## config.mk

```make
export PLATFORM = sky130hd
export DESIGN_NAME = rv_multicycle_ctrl
export DESIGN_NICKNAME = d
export VERILOG_FILES = /design/src/rtl/rv_multicycle_ctrl.sv
export SDC_FILE = /design/constraint.sdc
export NUM_CORES = 1
export LEC_CHECK = 0
export ABC_AREA = 1
export BUFFER_PORTS_ARGS = -buffer_cell sky130_fd_sc_hd__buf_4
export CORE_ASPECT_RATIO = 0.75
export CORE_MARGIN = 2
export CORE_UTILIZATION = 54
export DETAILED_ROUTE_END_ITERATION = 7
export GPL_ROUTABILITY_DRIVEN = 0
export PLACE_DENSITY = 0.82
export SETUP_SLACK_MARGIN = 0.05
export SYNTH_ARGS = -nofsm -noshare
export SYNTH_HDL_FRONTEND = slang
export SYNTH_SLANG_ARGS = --single-unit
```

## constraint.sdc

```tcl
create_clock -name clk -period 1.85 [get_ports clk]
set_input_delay 0.185 -clock clk [delete_from_list [all_inputs] [get_ports clk]]
set_output_delay 0.185 -clock clk [all_outputs]
set_load 0.01 [all_outputs]
```

## src/rtl/rv_multicycle_ctrl.sv

```systemverilog
// Multicycle RV32I control unit.
// Moore FSM that sequences fetch / decode / execute / memory / writeback for
// a datapath with one unified memory port, and counts retired instructions.
// Optional build macro: CTRL_ILLEGAL_TRAP_EN -- when defined, unsupported
// opcodes park the FSM in a TRAP state and raise 'illegal' until reset.
// Without it, unsupported opcodes retire as NOPs and 'illegal' is tied low.

module rv_multicycle_ctrl #(
    parameter int CNT_W = 32
) (
    input  logic             clk,
    input  logic             reset,
    input  logic [6:0]       op,
    input  logic [2:0]       funct3,
    input  logic             funct7b5,
    input  logic             zero,
    input  logic             mem_ready,
    output logic             mem_req,
    output logic             mem_write,
    output logic             ir_write,
    output logic             pc_write,
    output logic             adr_src,
    output logic [1:0]       result_src,
    output logic [1:0]       alu_src_a,
    output logic [1:0]       alu_src_b,
    output logic [1:0]       imm_src,
    output logic [2:0]       alu_control,
    output logic             reg_write,
    output logic [CNT_W-1:0] instret,
    output logic             illegal
);

    // Opcodes handled by this controller
    localparam logic [6:0] OP_LW   = 7'b0000011;
    localparam logic [6:0] OP_SW   = 7'b0100011;
    localparam logic [6:0] OP_RTYP = 7'b0110011;
    localparam logic [6:0] OP_ITYP = 7'b0010011;
    localparam logic [6:0] OP_JAL  = 7'b1101111;
    localparam logic [6:0] OP_BEQ  = 7'b1100011;

    // ALU operation classes (internal)
    localparam logic [1:0] ALUOP_ADD  = 2'b00;
    localparam logic [1:0] ALUOP_SUB  = 2'b01;
    localparam logic [1:0] ALUOP_FUNC = 2'b10;

    typedef enum logic [3:0] {
        S_FETCH,
        S_DECODE,
        S_MEMADR,
        S_MEMREAD,
        S_MEMWB,
        S_MEMWRITE,
        S_EXECR,
        S_EXECI,
        S_ALUWB,
        S_JAL,
        S_BEQ
`ifdef CTRL_ILLEGAL_TRAP_EN
        , S_TRAP
`endif
    } state_t;

    state_t           state_reg;
    state_t           state_next;
    logic [CNT_W-1:0] instret_reg;
    logic [1:0]       alu_op;

    // Next-state selection; memory states hold until the access completes
    always_comb begin
        state_next = state_reg;
        case (state_reg)
            S_FETCH: begin
                if (mem_ready) state_next = S_DECODE;
            end
            S_DECODE: begin
                case (op)
                    OP_LW, OP_SW: state_next = S_MEMADR;
                    OP_RTYP:      state_next = S_EXECR;
                    OP_ITYP:      state_next = S_EXECI;
                    OP_JAL:       state_next = S_JAL;
                    OP_BEQ:       state_next = S_BEQ;
`ifdef CTRL_ILLEGAL_TRAP_EN
                    default:      state_next = S_TRAP;
`else
                    default:      state_next = S_FETCH;
`endif
                endcase
            end
            // op[5] separates store (1) from load (0) among memory opcodes
            S_MEMADR:   state_next = op[5] ? S_MEMWRITE : S_MEMREAD;
            S_MEMREAD:  state_next = mem_ready ? S_MEMWB : S_MEMREAD;
            S_MEMWB:    state_next = S_FETCH;
            S_MEMWRITE: state_next = mem_ready ? S_FETCH : S_MEMWRITE;
            S_EXECR:    state_next = S_ALUWB;
            S_EXECI:    state_next = S_ALUWB;
            S_ALUWB:    state_next = S_FETCH;
            S_JAL:      state_next = S_ALUWB;
            S_BEQ:      state_next = S_FETCH;
`ifdef CTRL_ILLEGAL_TRAP_EN
            S_TRAP:     state_next = S_TRAP;
`endif
            default:    state_next = S_FETCH;
        endcase
    end

    // State register and retire counter; an instruction retires on any
    // return to FETCH from another state (TRAP never returns, so it holds)
    always_ff @(posedge clk) begin
        if (reset) begin
            state_reg   <= S_FETCH;
            instret_reg <= '0;
        end else begin
            state_reg <= state_next;
            if (state_reg != S_FETCH && state_next == S_FETCH)
                instret_reg <= instret_reg + 1'b1;
        end
    end

    assign instret = instret_reg;

`ifdef CTRL_ILLEGAL_TRAP_EN
    assign illegal = (state_reg == S_TRAP);
`else
    assign illegal = 1'b0;
`endif

    // Moore control outputs; reset forces every enable and select low
    always_comb begin
        mem_req     = 1'b0;
        mem_write   = 1'b0;
        ir_write    = 1'b0;
        pc_write    = 1'b0;
        adr_src     = 1'b0;
        result_src  = 2'b00;
        alu_src_a   = 2'b00;
        alu_src_b   = 2'b00;
        reg_write   = 1'b0;
        alu_op      = ALUOP_ADD;
        alu_control = 3'b000;

        // Immediate format follows the opcode regardless of state
        case (op)
            OP_LW, OP_ITYP: imm_src = 2'b00;
            OP_SW:          imm_src = 2'b01;
            OP_BEQ:         imm_src = 2'b10;
            OP_JAL:         imm_src = 2'b11;
            default:        imm_src = 2'b00;
        endcase

        case (state_reg)
            S_FETCH: begin
                mem_req    = 1'b1;
                alu_src_b  = 2'b10;
                result_src = 2'b10;
                ir_write   = mem_ready;
                pc_write   = mem_ready;
            end
            S_DECODE: begin
                alu_src_a = 2'b01;
                alu_src_b = 2'b01;
            end
            S_MEMADR: begin
                alu_src_a = 2'b10;
                alu_src_b = 2'b01;
            end
            S_MEMREAD: begin
                mem_req = 1'b1;
                adr_src = 1'b1;
            end
            S_MEMWB: begin
                result_src = 2'b01;
                reg_write  = 1'b1;
            end
            S_MEMWRITE: begin
                mem_req   = 1'b1;
                mem_write = 1'b1;
                adr_src   = 1'b1;
            end
            S_EXECR: begin
                alu_src_a = 2'b10;
                alu_op    = ALUOP_FUNC;
            end
            S_EXECI: begin
                alu_src_a = 2'b10;
                alu_src_b = 2'b01;
                alu_op    = ALUOP_FUNC;
            end
            S_ALUWB: begin
                reg_write = 1'b1;
            end
            S_JAL: begin
                alu_src_a = 2'b01;
                alu_src_b = 2'b10;
                pc_write  = 1'b1;
            end
            S_BEQ: begin
                alu_src_a = 2'b10;
                alu_op    = ALUOP_SUB;
                pc_write  = zero;
            end
            default: begin
            end
        endcase

        // ALU function; only R-type (op[5]=1) with funct7b5 subtracts
        case (alu_op)
            ALUOP_ADD: alu_control = 3'b000;
            ALUOP_SUB: alu_control = 3'b001;
            default: begin
                case (funct3)
                    3'b000:  alu_control = (op[5] & funct7b5) ? 3'b001 : 3'b000;
                    3'b010:  alu_control = 3'b101;
                    3'b110:  alu_control = 3'b011;
                    3'b111:  alu_control = 3'b010;
                    default: alu_control = 3'b000;
                endcase
            end
        endcase

        if (reset) begin
            mem_req     = 1'b0;
            mem_write   = 1'b0;
            ir_write    = 1'b0;
            pc_write    = 1'b0;
            adr_src     = 1'b0;
            result_src  = 2'b00;
            alu_src_a   = 2'b00;
            alu_src_b   = 2'b00;
            imm_src     = 2'b00;
            alu_control = 3'b000;
            reg_write   = 1'b0;
        end
    end

endmodule
```

### After elaboration in Yosys (flattened, before gate mapping)

Index checks and enable logic that the tools add are counted.

| word-level totals | value |
|---|---|
| register bits after elaboration | 36 |
| latch bits | 0 |
| memory bits (writable) | 0 |
| bits in read-only memories | 0 |
| input bits | 15 |
| output and inout bits | 50 |
| logic and storage cells | 71 |
| memories | 0 |

| operators by class | value |
|---|---|
| add/subtract/negate cells | 1 |
| $mul | 0 |
| divide/modulo/power cells | 0 |
| magnitude comparators | 0 |
| equal/unequal tests | 20 |
| shifts and indexed selects | 0 |
| multiplexer cells | 31 |
| bitwise logic cells | 1 |
| reductions and logical operators | 16 |

Operator list:

| cell | count |
|---|---|
| $add A32 B1 Y32 const B | 1 |
| $pmux W4 S6 | 1 |
| $pmux W4 S5 | 1 |
| $eq A4 B3 Y1 const B | 4 |
| $pmux W2 S2 | 4 |
| $eq A7 B6 Y1 const B | 2 |
| $eq A7 B7 Y1 const B | 2 |
| $eq A4 B4 Y1 const B | 3 |
| $mux W1 | 12 |
| $mux W3 | 4 |
| $pmux W3 S4 | 1 |
| $reduce_or A2 Y1 | 6 |
| $reduce_or A3 Y1 | 3 |
| $eq A4 B2 Y1 const B | 2 |
| $logic_not A4 Y1 | 2 |
| $mux W2 | 4 |
| $eq A7 B2 Y1 const B | 1 |
| $eq A7 B5 Y1 const B | 1 |
| $eq A3 B3 Y1 const B | 2 |
| $pmux W2 S3 | 1 |
| $pmux W3 S2 | 1 |
| $eq A4 B1 Y1 const B | 1 |
| $mux W4 | 1 |
| $reduce_bool A4 Y1 | 1 |
| 8 further kinds | 8 |

### Depth between registers and ports, before layout

| depth | value |
|---|---|
| depth in word-level cells | 6 |
| gate-level depth with buffers | 13 |
| depth with buffers taken out | 12 |

### Worst setup path after synthesis

OpenSTA, ideal clock, no wires.

| timing path | value |
|---|---|
| kind | reg-to-reg |
| from | register instret_reg[1], in the netlist instret[1] |
| to | register instret_reg[22], in the netlist instret[22] |
| setup time | 64 ps |
| arrival time | 1511 ps |
| required time | 1786 ps |
| path slack | 275 ps |
| stages on the path, launching flop included | 12 |
| path buffers | 0 |
| clock period less this slack | 1575 ps |
| cell sequence | dfxtp_1 -> ha_1 -> nand3_1 -> inv_1 -> nand2_1 -> nor2_1 -> nand3_1 -> nor2_1 -> nand3_1 -> nand2_1 -> inv_1 -> nor2_1 |

| on the way | value |
|---|---|
| word-level cells in the longest chain between the ends | 1 |

Ends and longest elaborated chain:

| item | line | text |
|---|---|---|
| from (decl) | 65 | `logic [CNT_W-1:0] instret_reg;` |
| from (signal assigned) | 115 | `instret_reg <= instret_reg + 1'b1;` |
| $add A32 B1 Y32 | 115 |  |

Every way passes these cells.
A chain may end at the register's enable or synchronous reset.

### Worst setup path after layout

| timing path | value |
|---|---|
| from | register state_reg[1] |
| to | output port mem_req |

| on the way | value |
|---|---|
| word-level cells in the longest chain between the ends | 4 |
| elaborated cells between the ends (all ways) | 6 |
| classes of those cells | eq/ne (2); mux (2); reduce/logical (2) |

Ends and longest elaborated chain:

| item | line | text |
|---|---|---|
| from (decl) | 63 | `state_t state_reg;` |
| from (signal assigned) | 113 | `state_reg <= state_next;` |
| $eq A4 B3 Y1, or another cell as far along | 150 | `case (state_reg)` |
| $reduce_or A3 Y1 (no source line) (*) | -- |  |
| $mux W1 (*) | 150 |  |
| $mux W1 (*) | 220 | `if (reset) begin` |
| to (decl) | 18 | `output logic mem_req,` |

Mark *: on every way between the ends. The rest lies on a longest branch, timed or not.

==> impl_metrics.env <==
export IMPL_synthCells=476
export IMPL_routed_top_layer="met4"
export IMPL_route_detailed_drc=0
export IMPL_seq_area_frac_synth=0.263
export IMPL_numClockSinks=36
export IMPL_io_buffers=63
export IMPL_place_area_sq_um=3320
export IMPL_nets=568
export IMPL_fp_row_count=22
export IMPL_wirelength_um=8430
export IMPL_synth_avg_cell_area_sq_um=5.75
export IMPL_first_global_vias=2929
export IMPL_die_area_sq_um=5660
export IMPL_overflow=0
export IMPL_final_util=0.742
export IMPL_register_area_sq_um=732
export IMPL_final_cell_mix="nand2_1, buf_4, nor2_1, inv_1, nand4_1"
export IMPL_setup_violations=0
export IMPL_status="finished clean"
export IMPL_crit_type="reg2out"
export IMPL_startpoint_type="register"
export IMPL_grt_usage=0.284
export IMPL_route_met3_wl_um=854
export IMPL_crit_path_end="mem_req"
export IMPL_n_antenna_cell=0
export IMPL_avgRoutedWirePerCell_um=13.8
export IMPL_tns_ns=0
export IMPL_rr_endpoint="instret[15]$_SDFFE_PP0P_"
export IMPL_cts_path_max_buffers=2
export IMPL_fin_crit_ns=1.75
export IMPL_yosysWarnings=0
export IMPL_met1_length_um=3510
export IMPL_multi_input_comb_area_sq_um=1700
export IMPL_clkSlewWorstSetupHoldPaths_ns=0.08
export IMPL_drive_above_1_share=0.241
export IMPL_ys_types=32
export IMPL_power_density_nw_per_um2=484
export IMPL_power_leakage_nw=1.67
export IMPL_antenna_left=0
export IMPL_viasPerCell=5.56
export IMPL_synth_nets=492
export IMPL_synth_top_area_frac=0.263
export IMPL_syn_to_final_growth_pct=32.9
export IMPL_period_share=0.948
export IMPL_reg2reg_from="state_reg[3]$_SDFF_PP0_"
export IMPL_worstPathMaxFanout=12
export IMPL_clk_latency_ns=0.30
export IMPL_cts_inserted_buffers=5
export IMPL_cap_violations=0
export IMPL_synth_area_leaders="dfxtp_1, nand2_1, nor2_1, inv_1, nand4_1"
export IMPL_post_dp_hpwl_um=5730
export IMPL_worst_r2r_path_depth=10
export IMPL_final_cells=613
export IMPL_die_x_um=86.2
export IMPL_initial_core_util=0.559
export IMPL_vdd_ir_drop_worst_uv=280
export IMPL_drt_pass1_iterations=5
export IMPL_synth_top_area_cell="dfxtp_1"
export IMPL_holdBufCountCts=0
export IMPL_finalPower_mw=1.76
export IMPL_crit_required_ns=1.66
export IMPL_setup_worst_path_start="state_reg[1]$_SDFF_PP0_"
export IMPL_critPathCaptureType="output port"
export IMPL_antenna_found_initial=0
export IMPL_final_common_cell="nand2_1"
export IMPL_crit_arrival_ns=1.57
export IMPL_largest_reg_flops=32
export IMPL_placedCellCount=595
export IMPL_drt_iter0_markers=319
export IMPL_ys_ff_latch=36
export IMPL_grt_pass1_wl_um=12900
export IMPL_skew_ns=0.00750
export IMPL_vias=3409
export IMPL_core_area_sq_um=4900
export IMPL_cts_root_buf="clkbuf_8"
export IMPL_htree_levels=2
export IMPL_fmax_mhz=570
export IMPL_cts_tree="built"
export IMPL_drv_slew=0
export IMPL_rrSetupSlack_ns=0.1
export IMPL_hold_worst_slack_ns=0.209
export IMPL_postLayoutCellArea_sq_um=3640
export IMPL_holdCritPathClass="in2reg"
export IMPL_setup_slack_ns=0.0971
export IMPL_io_pin_count=65
export IMPL_netlist_area_sq_um=2740
export IMPL_rsz0062_at_grt="true"
export IMPL_place_ws_ns=0.103
export IMPL_chipHeight_um=65.7
export IMPL_wl_met2_um=3920
export IMPL_grt_max_degree=31
export IMPL_fill_cells=389
export IMPL_hold_viol=0
==> critical path, stage by stage (launching register included) <==
cell,delay [ns]
dfxtp_2,0.35
nor2_1,0.27
nand2_4,0.11
buf_4,0.22
a31oi_1,0.18
buf_4,0.14
==> synthesized netlist by cell type <==
master,instances
a21oi_1,17
a221oi_1,1
a31oi_1,2
a32oi_1,1
and2_1,1
buf_1,1
buf_2,2
buf_4,10
buf_6,1
clkbuf_1,5
conb_1,1
dfxtp_1,36
ha_1,1
inv_1,70
inv_2,4
nand2_1,135
nand2_2,3
nand3_1,31
nand3_2,3
nand3b_1,3
nand4_1,35
nor2_1,88
nor2_2,4
nor2_4,4
nor3_1,3
nor3b_1,1
nor4_1,1
o2111ai_1,1
o211ai_1,1
o22ai_1,1
xnor2_1,3
xor2_1,6
==> power breakdown <==
part | switching, mW | internal, mW | leakage, nW
Sequential | 0.00644 | 0.778 | 0.294
Combinational | 0.148 | 0.106 | 1.32
Clock | 0.323 | 0.399 | 0.0541
Total | 0.477 | 1.28 | 1.67
==> area by class of cell <==
type	instances	area share
multi-input cells	348	0.466
repair buffers	87	0.205
flip-flops and latches	36	0.201
inverters	74	0.0764
well taps	60	0.0206
clock buffers	5	0.0189
clock inverters	3	0.0117
==> kinds of logic (layout without fill, tap and decap cells) <==
logic type               Yosys count  count (layout)  share of synthesized area
XOR/XNOR                           9               9                     0.0288
adder cells (fa/ha/maj)            1               1                    0.00457
AND/OR/NAND/NOR                  312             313                      0.507
other                              1               1                    0.00137
buffers and inverters             93             169                      0.145
AO/OA/AOI/OAI                     24              24                     0.0503
flip-flops                        36              36                      0.263
==> how the worst min path moves through the flow <==
| stage | slack, ns | cells past startpoint | start | to |
|---|---|---|---|---|
| floorplan | 0.40 | 3 | op[6] | state_reg[2]$_SDFF_PP0_ |
| global placement | 0.48 | 2 | instret[31]$_SDFFE_PP0P_ | instret[31]$_SDFFE_PP0P_ |
| detailed placement | 0.49 | 2 | instret[31]$_SDFFE_PP0P_ | instret[31]$_SDFFE_PP0P_ |
| CTS | 0.21 | 4 | op[6] | state_reg[2]$_SDFF_PP0_ |
| global route | 0.23 | 4 | op[6] | state_reg[2]$_SDFF_PP0_ |
| finish | 0.21 | 4 | op[6] | state_reg[2]$_SDFF_PP0_ |
==> routing by layer <==
metal | vias to the layer above | global-route usage
li1 | 1655 | -
met1 | 1544 | 0.356
met2 | 188 | 0.488
met3 | 22 | 0.0678
met4 | 0 | 0.0840
met5 | - | 0
==> timing repair <==
action	CTS	global route
setup buffers	0	7
gates resized for setup	0	28
setup endpoints to repair	0	39
(Power assumes the default switching activity.)
